File: src/rtl/write_buffer.sv
// Posted-write buffer between a cache controller and main memory.
// Writes are queued in a DEPTH-entry FIFO and acknowledged the next cycle;
// reads forward from the newest matching queued write, otherwise go to memory
// ahead of any queued writes.
// Ports:
//   clk, rst                        clock, synchronous active-high reset
//   up_req/up_we/up_addr/up_wdata   upstream request
//   up_ready, up_done, up_rdata     upstream accept, completion pulse, read data
//   mem_req/mem_we/mem_addr/mem_wdata  memory request (one-cycle, combinational)
//   mem_ready, mem_done, mem_rdata  memory idle flag, completion pulse, read data
//   wb_empty                        no queued writes and no pending read
module write_buffer #(
    parameter int unsigned ADDR_W = 16,
    parameter int unsigned DATA_W = 32,
    parameter int unsigned DEPTH  = 4
) (
    input  logic              clk,
    input  logic              rst,
    input  logic              up_req,
    input  logic              up_we,
    input  logic [ADDR_W-1:0] up_addr,
    input  logic [DATA_W-1:0] up_wdata,
    output logic              up_ready,
    output logic              up_done,
    output logic [DATA_W-1:0] up_rdata,
    output logic              mem_req,
    output logic              mem_we,
    output logic [ADDR_W-1:0] mem_addr,
    output logic [DATA_W-1:0] mem_wdata,
    input  logic              mem_ready,
    input  logic              mem_done,
    input  logic [DATA_W-1:0] mem_rdata,
    output logic              wb_empty
);

    localparam int unsigned PTR_W = (DEPTH > 1) ? $clog2(DEPTH) : 1;
    localparam int unsigned CNT_W = PTR_W + 1;

    typedef enum logic [1:0] {
        S_IDLE = 2'd0,
        S_WR   = 2'd1,
        S_RD   = 2'd2
    } state_t;

    state_t              r_state;
    state_t              w_state_nxt;

    logic [ADDR_W-1:0]   r_addr [DEPTH];
    logic [DATA_W-1:0]   r_data [DEPTH];
    logic [DEPTH-1:0]    r_valid;
    logic [PTR_W-1:0]    r_head;
    logic [PTR_W-1:0]    r_tail;
    logic [CNT_W-1:0]    r_count;
    logic                r_rd_pend;
    logic [ADDR_W-1:0]   r_rd_addr;
    logic                r_done;
    logic [DATA_W-1:0]   r_rdata;

    logic                w_accept;
    logic                w_push;
    logic                w_rd;
    logic                w_hit;
    logic [DATA_W-1:0]   w_hit_data;
    logic [PTR_W-1:0]    w_idx;
    logic                w_pop;
    logic                w_rd_done;

    assign up_ready = !rst && !r_rd_pend && (r_count < CNT_W'(DEPTH));
    assign w_accept = up_req && up_ready;
    assign w_push   = w_accept && up_we;
    assign w_rd     = w_accept && !up_we;
    assign wb_empty = rst || ((r_count == '0) && !r_rd_pend);

    // Read forwarding: walk oldest to newest so the newest match wins.
    // The head being drained is still valid here, so a read that lands in
    // the same cycle as its pop still forwards.
    always_comb begin
        w_hit      = 1'b0;
        w_hit_data = '0;
        w_idx      = '0;
        for (int unsigned i = 0; i < DEPTH; i++) begin
            w_idx = r_head + PTR_W'(i);
            if (r_valid[w_idx] && (r_addr[w_idx] == up_addr)) begin
                w_hit      = 1'b1;
                w_hit_data = r_data[w_idx];
            end
        end
    end

    // Memory FSM state register.
    always_ff @(posedge clk) begin
        if (rst) begin
            r_state <= S_IDLE;
        end else begin
            r_state <= w_state_nxt;
        end
    end

    // Memory FSM next state and request port; a pending read beats queued writes.
    always_comb begin
        w_state_nxt = r_state;
        mem_req     = 1'b0;
        mem_we      = 1'b0;
        mem_addr    = '0;
        mem_wdata   = '0;
        w_pop       = 1'b0;
        w_rd_done   = 1'b0;
        if (!rst) begin
            case (r_state)
                S_IDLE: begin
                    if (mem_ready && r_rd_pend) begin
                        mem_req     = 1'b1;
                        mem_addr    = r_rd_addr;
                        w_state_nxt = S_RD;
                    end else if (mem_ready && (r_count != '0)) begin
                        mem_req     = 1'b1;
                        mem_we      = 1'b1;
                        mem_addr    = r_addr[r_head];
                        mem_wdata   = r_data[r_head];
                        w_state_nxt = S_WR;
                    end
                end
                S_WR: begin
                    if (mem_done) begin
                        w_pop       = 1'b1;
                        w_state_nxt = S_IDLE;
                    end
                end
                S_RD: begin
                    if (mem_done) begin
                        w_rd_done   = 1'b1;
                        w_state_nxt = S_IDLE;
                    end
                end
                default: w_state_nxt = S_IDLE;
            endcase
        end
    end

    // A memory read completes combinationally; posted writes and hits are one cycle late.
    assign up_done = !rst && (r_done || w_rd_done);

    always_comb begin
        up_rdata = '0;
        if (!rst) begin
            if (w_rd_done) begin
                up_rdata = mem_rdata;
            end else if (r_done) begin
                up_rdata = r_rdata;
            end
        end
    end

    // FIFO payload storage; contents are qualified by r_valid so no reset needed.
    always_ff @(posedge clk) begin
        if (w_push) begin
            r_addr[r_tail] <= up_addr;
            r_data[r_tail] <= up_wdata;
        end
    end

    // FIFO bookkeeping, pending-read tracking and upstream completion.
    always_ff @(posedge clk) begin
        if (rst) begin
            r_head    <= '0;
            r_tail    <= '0;
            r_count   <= '0;
            r_valid   <= '0;
            r_rd_pend <= 1'b0;
            r_rd_addr <= '0;
            r_done    <= 1'b0;
            r_rdata   <= '0;
        end else begin
            r_done  <= w_push || (w_rd && w_hit);
            r_rdata <= (w_rd && w_hit) ? w_hit_data : '0;
            if (w_push) begin
                r_tail          <= r_tail + PTR_W'(1);
                r_valid[r_tail] <= 1'b1;
            end
            if (w_pop) begin
                r_head          <= r_head + PTR_W'(1);
                r_valid[r_head] <= 1'b0;
            end
            r_count <= r_count + CNT_W'(w_push) - CNT_W'(w_pop);
            if (w_rd && !w_hit) begin
                r_rd_pend <= 1'b1;
                r_rd_addr <= up_addr;
            end else if (w_rd_done) begin
                r_rd_pend <= 1'b0;
            end
        end
    end

endmodule

File: config.mk
export PLATFORM = sky130hd
export DESIGN_NAME = write_buffer
export DESIGN_NICKNAME = d
export VERILOG_FILES = /design/src/rtl/write_buffer.sv
export SDC_FILE = /design/constraint.sdc
export NUM_CORES = 1
export LEC_CHECK = 0
export CAP_MARGIN = 10
export CORE_UTILIZATION = 30
export CTS_BUF_LIST = sky130_fd_sc_hd__clkbuf_16
export DETAILED_ROUTE_END_ITERATION = 10
export PLACE_DENSITY_LB_ADDON = 0.3
export SLEW_MARGIN = 20
export SYNTH_ARGS = -nofsm -noshare
export SYNTH_HDL_FRONTEND = slang
export SYNTH_SLANG_ARGS = --single-unit
File: constraint.sdc
create_clock -name clk -period 4.12 [get_ports clk]
set_clock_uncertainty 0.1 [all_clocks]
set_input_delay 0.824 -clock clk [delete_from_list [all_inputs] [get_ports clk]]
set_output_delay 0.824 -clock clk [all_outputs]
set_load 0.02 [all_outputs]
==> PnR_summary.wiki <==
{| class="wikitable"
! Metric !! Value
|-
| Result of the run || complete, no violations
|-
| Cell-by-cell listing of the critical path || clkdlybuf4s50_1 -> nand3b_1 -> or3_1 -> inv_1 -> buf_12 -> and2_1 -> clkdlybuf4s50_1
|-
| Power per unit of standard cell area || 349 nW/um^2
|-
| Cell type with the largest total area after synthesis || sky130_fd_sc_hd__edfxtp_1
|-
| CTS Root Cell || sky130_fd_sc_hd__clkbuf_16
|-
| Filler cells || 4,816
|-
| RSZ-0062 raised after global routing || false
|-
| Standard-cell rows || 82
|-
| GRT Overall Usage || 16.9%
|-
| Vias || around 11,000
|-
| Aggregate routed wire length || 45.3 mm
|-
| Tmin final || 3.92 ns
|-
| Total chip power || 6.63 mW
|-
| Slew Limit Fails || 0
|-
| Flip-flop and latch count after synthesis || 257
|-
| Antenna Nets Post-Route || 0
|-
| DR pass1 iterations || 5
|-
| Final estimated routing congestion in global placement || roughly 0.84
|-
| Worst hold path type || register to register
|-
| WL per Instance || 21.7 um
|-
| Iter 0 DRT Violations || 684
|-
| Final setup fails || 0
|-
| Crit. End Element || output pin
|-
| Transition at the pin with the smallest max-transition slack || 0.945 ns
|-
| Area growth syn-to-layout || 22.8%
|-
| Yosys Warn Count || 0
|-
| Worst-path fanout max || 48
|-
| Portion of the clock cycle consumed by the worst path in the final layout || around 95%
|-
| Most area-consuming cells after synthesis || sky130_fd_sc_hd__edfxtp_1 (37%), sky130_fd_sc_hd__mux4_2 (15%), sky130_fd_sc_hd__dfxtp_1 (8.4%), sky130_fd_sc_hd__mux2i_1 (5.1%), sky130_fd_sc_hd__mux2_2 (5.1%)
|-
| Fraction of registers with async set/reset || 0%
|-
| Initial cell density of the core || ~31%
|-
| Max-slew headroom || 37.0%
|-
| Class of the most critical setup path || input port to output pin
|-
| Combined area of all synthesized cells || 15,500 um^2
|-
| Total negative setup slack || 0 ns
|-
| Data arrival at the endpoint of the critical path || 3.00 ns
|-
| Top Family by Delay on Critical Path || buffers and inverters
|-
| Biggest cell delay along the critical path || a little over 0.6 ns
|-
| Total core area || 50,600 um^2
|-
| Post-synthesis sequential area ratio || a little under half
|-
| Storage element area || ~7100 um^2
|-
| Count of cell types in the netlist || 61
|-
| Number of cells produced by synthesis || around 1,300
|-
| Worst EP required || 3.20 ns
|-
| Area taken by multi-input logic gates || 7790 um^2
|-
| DRC violations left || 0
|-
| Share of Yosys cell area claimed by the top area cell type || approximately 37%
|-
| Syn nets || 1,351
|-
| Y dimension of the die || 229 um
|-
| Worst path slowest cell || sky130_fd_sc_hd__clkdlybuf4s50_1
|-
| Clk sinks || 257
|-
| Final hold violation count || 0
|-
| Top achievable clock speed || 255 MHz
|-
| Number of maximum-capacitance violations || 0
|-
| Cell area after placement || 18,000 um^2
|-
| Die extent in x || 229 um
|-
| Worst hold stages || 2
|-
| IR drop worst, VDD || between 0.3 and 0.4 mV
|-
| TritonCTS clock tree || yes
|-
| Post_cts resized || 0
|-
| Finished layout cell area || between 15,000 and 20,000 um^2
|-
| Static leakage || 5.68 nW
|-
| Post-synth top cells || sky130_fd_sc_hd__edfxtp_1 (192), sky130_fd_sc_hd__nand2_1 (117), sky130_fd_sc_hd__mux4_2 (103)
|-
| Reg2reg setup slack || between 0.3 and 0.4 ns
|-
| Total number of cells along the worst setup path || 7
|-
| Number of buffers added to fix hold violations after cts || 0
|-
| Antenna violations before repair || 5
|-
| Worst-skew pair later-pin latency || slightly below 0.6 ns
|-
| Number of buffers on the longest clock path || 3
|-
| Port Buffer Count || 170
|-
| Critical Path Source Type || input port
|-
| Synthesized area per cell || 12.4 um^2
|-
| Final layout net count || 1,484
|-
| Wire length of the first global-routing pass || 68.8 mm
|-
| Via count of the first global-routing pass || 11,100
|-
| Clk pin slew, worst setup/hold paths || 0.06 ns
|-
| Number of top-level pins || 171
|-
| Cell repeated most along the worst path || sky130_fd_sc_hd__clkdlybuf4s50_1
|-
| DP Wirelength || 29.5 mm
|-
| Number of synthesized flops with an enable pin || ~190
|-
| Post-route non-filler standard cell count || roughly 2,100
|-
| Instance count after placement with tap cells included || 2,024
|-
| FF-to-FF path depth || 11
|-
| H-tree level count || 1
|-
| Residual overflow from global routing || 0
|-
| CTS Buf Count || 30
|-
| Critical path buffers and inverters || 4
|-
| Die Footprint || around 53,000 um^2
|-
| Routed via count divided by cell count || 5.37
|-
| Leading cell type by number of instances after synthesis || sky130_fd_sc_hd__edfxtp_1
|-
| Buffers inserted by post-CTS timing repair || 0
|-
| Ys flop type || sky130_fd_sc_hd__edfxtp_1
|-
| Pin count of the biggest net entering global routing || 107
|-
| Layout cells sized above 1 || 22.2%
|}
flip-flops by register name, summed over array words and instances (netlist names), named ones only:
signal,flops
r_head,2
r_rd_addr,16
r_tail,2
r_rd_pend,1
r_rdata,32
r_valid,4
r_done,1
r_state,2
r_count,3
r_data,128
r_addr,64
cell usage in the layout, fill, tap and decap left out, types with 3 or more instances in the layout:
cell type and count:
sky130_fd_sc_hd__o21ai_0 87, sky130_fd_sc_hd__nand4_1 7, sky130_fd_sc_hd__a221oi_1 31, sky130_fd_sc_hd__dfxtp_1 61, sky130_fd_sc_hd__a211oi_2 28, sky130_fd_sc_hd__nand2_1 117
sky130_fd_sc_hd__a211oi_1 8, sky130_fd_sc_hd__diode_2 3, sky130_fd_sc_hd__mux2_2 70, sky130_fd_sc_hd__o22a_1 3, sky130_fd_sc_hd__a22o_1 13, sky130_fd_sc_hd__o21ai_1 5
sky130_fd_sc_hd__edfxtp_1 192, sky130_fd_sc_hd__o22ai_1 5, sky130_fd_sc_hd__buf_12 14, sky130_fd_sc_hd__nor4_1 3, sky130_fd_sc_hd__bufinv_16 4, sky130_fd_sc_hd__xor2_1 16
sky130_fd_sc_hd__mux4_2 103, sky130_fd_sc_hd__o211ai_1 3, sky130_fd_sc_hd__xnor2_1 46, sky130_fd_sc_hd__nor3_1 6, sky130_fd_sc_hd__and3_1 3, sky130_fd_sc_hd__ha_1 12
sky130_fd_sc_hd__nor2b_1 4, sky130_fd_sc_hd__buf_4 36, sky130_fd_sc_hd__a21oi_1 59, sky130_fd_sc_hd__clkinv_2 4, sky130_fd_sc_hd__nand2b_1 7, sky130_fd_sc_hd__clkbuf_16 30
sky130_fd_sc_hd__and2_1 34, sky130_fd_sc_hd__clkinv_1 8, sky130_fd_sc_hd__nand3_1 51, sky130_fd_sc_hd__inv_1 24, sky130_fd_sc_hd__mux2i_1 79, sky130_fd_sc_hd__and2_2 4
sky130_fd_sc_hd__nor2_1 17, sky130_fd_sc_hd__a2bb2oi_1 3, sky130_fd_sc_hd__clkdlybuf4s50_1 169, sky130_fd_sc_hd__o2bb2ai_1 4
metrics by stage:
stage	util (%)	setup WS, ns	hold WS, ns
final	37.6	0.198	0.379
after global routing	37.6	0.0827	0.406
after CTS	37.6	0.154	0.377
after detailed placement	35.6	0.185	0.367
after global placement	35.6	0.212	0.370
after floorplan	-	0.00149	0.353
per-layer routing:
layer,wire [um],global-route usage [%]
met5,13,0
met2,22100,29.0
met4,767,3.90
met3,2290,2.25
met1,20100,22.6
tightest hold or removal path, delay by kind of cell, from the launching register on:
family | cells | cell delay (ns)
DFF | 1 | 0.31
AOI/OAI and AO/OA | 2 | 0.13
cell families (layout without fill, tap and decap cells):
logic type / count (synthesis) / count (layout) / share of synthesized area (%)
other: 0 / 3 / 0
adder cells (fa/ha/maj): 14 / 14 / 1.18
AND/OR/NAND/NOR: 268 / 268 / 8.52
flip-flops: 257 / 257 / 45.6
XOR/XNOR: 62 / 62 / 3.51
multiplexers: 253 / 253 / 25.3
buffers and inverters: 136 / 293 / 4.23
AO/OA/AOI/OAI: 261 / 261 / 11.7
where the power goes:
part	total (mW)	leakage, nW	internal, mW	switching [mW]
logic	1.13	2.90	0.528	0.605
clock network	2.62	0.513	1.57	1.05
registers	2.88	2.26	2.83	0.0430
total	6.63	5.68	4.93	1.70
path summary, 6_finish.rpt:
check,startpoint,to
max,mem_ready,mem_wdata[11]
min,r_rd_addr[15],r_rd_addr[15]
max reg2reg,r_head[0],r_rdata[11]
min reg2reg,r_rd_addr[15],r_rd_addr[15]
final cells by class:
class                      count  area share, %
antenna                        3         0.0395
sequential                   257           37.2
multi-input combinational    858           41.0
timing repair buffer         220           11.8
tap                          672           4.42
clock inverter                26           1.26
inverter                      17          0.336
clock buffer                  30           3.95
Power figures use the tool's default switching activity.
==> RTL change 1: new RTL, config.mk and constraints unchanged <==
The 3 states of `state_t` get a one-hot encoding in 3 bits.
--- a/src/rtl/write_buffer.sv
+++ b/src/rtl/write_buffer.sv
@@ -38,6 +38,6 @@
 
-    typedef enum logic [1:0] {
-        S_IDLE = 2'd0,
-        S_WR   = 2'd1,
-        S_RD   = 2'd2
+    typedef enum logic [2:0] {
+        S_IDLE = 3'b001,
+        S_WR   = 3'b010,
+        S_RD   = 3'b100
     } state_t;
Behaviour: same outputs for any inputs over 4 cycles, from zero or initial values and one cycle with rst high; so few cycles prove little.
==> RTL change 1 against the original RTL <==
Hold slack got worse by 1.1 ps; via count is 0.40% higher; critical endpoint is now up_rdata[24]; critical path type unchanged; sequential cell count is 1 higher; cell area grew 0.34%; worst setup slack got worse by 23 ps; routed wire length rose by 2.9%; synthesized area down 0.36%.
Power is not compared: it rests on default switching activity, and its combinational part moved more than twofold at a synthesized area within 25%.
==> RTL change 1: results (changes against the original RTL) <==
Layout
  • Fin nets: 1461 (was 1484)
  • Post-Layout Cell Count: 2062 (was 2083)
  • Share of post-route cells with drive strength above 1: 0.2268 (was 0.2223)

GRT
  • Met2 Resource Use GR: 0.3033 (was 0.2897)
  • First-pass GRT wire length: 71.35 mm (was 68.75 mm)
  • Routing usage on met1: 0.2260 (was 0.2262)
  • Vias in the first global route: 11678 (was 11105)
  • Met3 usage: 0.02333 (was 0.02253)
  • Largest net degree at the start of global routing: 93 (was 107)
  • All-Layer GR Usage: 0.1759 (was 0.1692)
  • Initial antenna violation count: 3 (was 5)

Synth
  • Post-synth EDFFs: 192 (unchanged)
  • Netlist cell types: 54 (was 61)
  • Ys Warns: 0 (unchanged)
  • Syn Inst Count: 1232 (was 1251)
  • Commonest cells in the netlist: edfxtp_1, mux4_2, clkbuf_1 (was edfxtp_1, nand2_1, mux4_2)
  • Post-synth top area share: 0.3736 (was 0.3723)
  • Seq/Total Area, Yosys: 0.4593 (was 0.4563)
  • Mapped Nets: 1329 (was 1351)
  • Top post-synthesis cells by area: edfxtp_1, mux4_2, dfxtp_1, mux2_2, mux2i_1 (was edfxtp_1, mux4_2, dfxtp_1, mux2i_1, mux2_2)

Place
  • Placer Congestion: 0.8000 (was 0.8449)
  • Half-perimeter wire length after placement: 29.45 mm (was 29.54 mm)
  • # placed instances: 2003 (was 2024)
  • Place WS: 82.78 ps (was 185.4 ps)
  • I/O Buffers: 170 (unchanged)
  • DP Area: 18040 µm² (was 18020 µm²)

Status
  • Status: completed (unchanged)

Worst setup path
  • CP arrival: 3020 ps (was 3000 ps)
  • Reg2reg start: r_head[0]$_SDFFE_PP0P_ (unchanged)
  • Critical Path Source: mem_done (was mem_ready)
  • Maximum fanout along the worst path: 24 (was 48)

Route
  • Detailed Route Iter0 Violations: 893 (was 684)
  • Antenna viol nets, final: 0 (unchanged)
  • Drt pass-1 iters: 6 (was 5)
  • Wirelength per Cell: 22.60 µm (was 21.73 µm)
  • Vias/cell: 5.446 (was 5.369)

Clock tree
  • Post_cts resized: 0 (unchanged)
  • Total CTS buffers: 31 (was 30)
  • Insertion delay to the later sink of the worst-skew pair: 600 ps (was 580 ps)
  • Deepest clock path buffer count: 3 (unchanged)
  • Post-CTS setup buffer count: 0 (unchanged)

Timing
  • Slew headroom: 0.3090 (was 0.3699)

Hold path
  • Min-Delay Path Class: reg -> reg (unchanged)
  • Hold_sp: r_rd_addr[1]$_SDFFE_PP0P_ (was r_rd_addr[15]$_SDFFE_PP0P_)

Pwr
  • Leakage Power: 5.739 nW
==> RTL change 1: changes by cell type after synthesis, moves of 22 or more <==
cell / before / now
a211oi_2: 28 / 0
a221oi_1: 31 / 7
a221oi_2: 1 / 25
mux2i_1: 79 / 57
nand2_1: 117 / 81
nand4_1: 7 / 41
nor2_1: 17 / 51
o21ai_0: 87 / 34
o311a_1: 0 / 32
==> RTL change 1: final timing paths <==
check	to	slack [ps]	cells after the start
worst max-delay path	up_rdata[24]	180	7
worst min-delay path	r_rd_addr[1]$_SDFFE_PP0P_	380	2
worst max register to register	r_rdata[20]$_SDFF_PP0_	230	10
worst min register to register	r_rd_addr[1]$_SDFFE_PP0P_	380	2
==> RTL change 1: critical path, stage by stage <==
cell	delay, ps
clkdlybuf4s50_1	540
nor2b_1	190
and3_1	230
buf_12	180
nand2_1	70
a21oi_1	270
clkdlybuf4s50_1	680
==> RTL change 1: cell type report <==
cell class	count	area [µm²]
clock inverters	27	251.5
well taps	672	840.8
inverters	13	53.80
clock buffers	31	775.7
repair buffers	228	2307
multi-input cells	832	7755
flip-flops and latches	258	7097
diodes	1	2.502
fillers	4815	31400
==> RTL change 1: logic make-up (layout without fill, tap and decap cells) <==
family,Yosys count,count (layout),synth area share
compound gates,204,204,0.1027
xor+xnor,68,68,0.03860
fa+ha+maj,11,11,0.009406
buf+inv,142,299,0.04208
flops,258,258,0.4593
mux,223,223,0.2411
other cells,0,1,0
simple gates,326,326,0.1069
==> RTL change 1: where the power goes <==
part	internal [mW]	switching [mW]
combinational	0.186	0.181
sequential	2.83	0.0272
clock	1.62	1.13
==> RTL change 1: routing by layer <==
metal  vias to the layer above  part of all wire
li1                       5094                 -
met1                      5725              0.42
met2                       339              0.50
met3                        69             0.050
met4                         2             0.026
met5                         -           0.00028
==> RTL change 2: new RTL, same settings <==
Made on the original files. Set the parameter `DATA_W` to 16 (it was 32).
--- a/src/rtl/write_buffer.sv
+++ b/src/rtl/write_buffer.sv
@@ -13,3 +13,3 @@
     parameter int unsigned ADDR_W = 16,
-    parameter int unsigned DATA_W = 32,
+    parameter int unsigned DATA_W = 16,
     parameter int unsigned DEPTH  = 4
Interface: changed (resized mem_rdata, mem_wdata, up_rdata and up_wdata); port bits go from 171 to 107. The function was not compared with the original's and may differ.
==> RTL change 2 against the original RTL <==
Power shrank 37%; sequential power is 31% lower; largest cell class unchanged; cell area shrank 30%; clock power is 40% lower; routed wire length fell by 32%; worst setup slack gained 150 ps; global-route usage decreased by 0.41 points; sequential share of layout area is 0.98 points lower; synthesized area down 28%; sequential cell count fell by 80.
==> RTL change 2: results (changes against the original RTL) <==
Status
  • Status: completed (unchanged)

Synth
  • Async S/R FF share, synth: 0 (unchanged)
  • Seq/Total Area, Yosys: 0.4351 (was 0.4563)
  • Avg Cell Area, Syn: 13.03 µm² (was 12.38 µm²)
  • Post-synth EDFFs: 128 (was 192)
  • Commonest cells in the netlist: edfxtp_1, mux4_2, mux2i_1 (was edfxtp_1, nand2_1, mux4_2)
  • Most frequent cell after synthesis: edfxtp_1 (unchanged)
  • Mapped Nets: 919 (was 1351)
  • Ys Warns: 0 (unchanged)
  • Top post-synthesis cells by area: edfxtp_1, mux4_2, dfxtp_1, mux2i_1, xnor2_1 (was edfxtp_1, mux4_2, dfxtp_1, mux2i_1, mux2_2)
  • Netlist cell types: 64 (was 61)

GRT
  • Met3 usage: 0.02192 (was 0.02253)
  • Largest net degree at the start of global routing: 112 (was 107)
  • All-Layer GR Usage: 0.1651 (was 0.1692)
  • Vias in the first global route: 7720 (was 11105)
  • Initial antenna violation count: 0 (was 5)
  • First-pass GRT wire length: 47.11 mm (was 68.75 mm)
  • Routing usage on met1: 0.2234 (was 0.2262)
  • Met2 Resource Use GR: 0.2764 (was 0.2897)

Route
  • Drt pass-1 iters: 7 (was 5)
  • Vias/cell: 5.338 (was 5.369)
  • WL final: 30.81 mm (was 45.27 mm)
  • Detailed Route Iter0 Violations: 589 (was 684)
  • Wirelength per Cell: 21.68 µm (was 21.73 µm)

Worst setup path
  • Maximum fanout along the worst path: 23 (was 48)
  • CP max stage delay: 640 ps (was 610 ps)
  • Slowest-stage cell, CP: or4_1 (was clkdlybuf4s50_1)
  • CP arrival: 4010 ps (was 3000 ps)
  • Delay-heaviest family, CP: simple AND/OR/NAND/NOR gates (was buffers and inverters)

Layout
  • Fin nets: 1008 (was 1484)
  • Diode count: 0 (was 3)
  • Share of post-route cells with drive strength above 1: 0.2267 (was 0.2223)
  • Biggest regs: r_addr (64), r_data (64) (was r_data (128), r_addr (64), r_rdata (32))

Clock tree
  • Total CTS buffers: 17 (was 30)
  • Post_cts resized: 0 (unchanged)
  • Deepest clock path buffer count: 2 (was 3)
  • Post-CTS setup buffer count: 0 (unchanged)
  • H-Tree Depth: 4 (was 1)
  • Clock slew at reported path FFs: 70 ps
  • Root buf cell: clkbuf_16 (unchanged)
  • Insertion delay to the later sink of the worst-skew pair: 440 ps (was 580 ps)

Hold path
  • Min-Delay Path Class: reg -> reg (unchanged)

Place
  • Place WS: 249.4 ps (was 185.4 ps)
  • DP Area: 12760 µm² (was 18020 µm²)
  • I/O Buffers: 106 (was 170)
  • # placed instances: 1389 (was 2024)
  • Placer Congestion: 0.8251 (was 0.8449)
  • Half-perimeter wire length after placement: 20.68 mm (was 29.54 mm)

Pwr
  • Leakage Power: 4.261 nW (was 5.678 nW)
  • Worst IR Drop VDD: 0.2510 mV (was 0.3367 mV)
  • Switching Fraction: 0.2515 (was 0.2566)

Timing
  • Pins Over Slew Limit: 0 (unchanged)
  • Slew @ Worst Pin: 918.1 ps (was 945.2 ps)
## RTL change 2: kinds of logic (layout without fill, tap and decap cells)
family,after synthesis,after routing,synth area share
AOI/OAI and AO/OA,109,109,0.07786
xor gates and xnor gates,60,60,0.04739
adders and majority gates,14,14,0.01648
buffers and inverters,106,208,0.04615
DFF,177,177,0.4351
muxes,191,191,0.2833
and+or+nand+nor,194,194,0.09366
## RTL change 2: final cells by class
cell class | count | area, µm²
fill | 3472 | 23190
tap | 468 | 585.6
timing repair buffer | 146 | 1454
inverter | 30 | 112.6
clock inverter | 12 | 75.07
multi-input combinational | 568 | 5774
sequential | 177 | 4831
clock buffer | 20 | 500.5
## RTL change 2: final timing paths
| kind | from | slack, ps | endpoint | depth (start not counted) |
|---|---|---|---|---|
| setup / recovery | r_head[1]$_SDFFE_PP0P_ | 350 | r_rdata[3]$_SDFF_PP0_ | 9 |
| hold / removal | r_rd_addr[5]$_SDFFE_PP0P_ | 380 | r_rd_addr[5]$_SDFFE_PP0P_ | 2 |
| setup reg to reg | r_head[1]$_SDFFE_PP0P_ | 350 | r_rdata[3]$_SDFF_PP0_ | 9 |
| hold reg to reg | r_rd_addr[5]$_SDFFE_PP0P_ | 380 | r_rd_addr[5]$_SDFFE_PP0P_ | 2 |
## RTL change 2: worst register-to-register path: stages, from the launching register on
cell	delay, ps
dfxtp_1	330
inv_1	110
ha_4	500
mux4_2	570
xnor2_1	330
nand4_1	240
or4_1	640
buf_4	280
a211o_1	280
a311oi_1	280
## RTL change 2: metal layers
| layer | part of all wire | routed length, µm | vias up |
|---|---|---|---|
| met5 | 0 | 0 | - |
| met4 | 0.015 | 465 | 0 |
| met3 | 0.041 | 1275 | 25 |
| met2 | 0.50 | 15290 | 199 |
| met1 | 0.45 | 13780 | 3891 |
| li1 | - | - | 3471 |
## RTL change 2: power groups by stage
stage               registers (mW)  logic (mW)  clock network (mW)
floorplan                     2.01       0.386                   0
global placement              2.02       0.616                   0
detailed placement            2.03       0.618                   0
CTS                           1.99       0.621                1.61
global route                  1.99       0.663                1.68
finish                        1.99       0.615                1.57
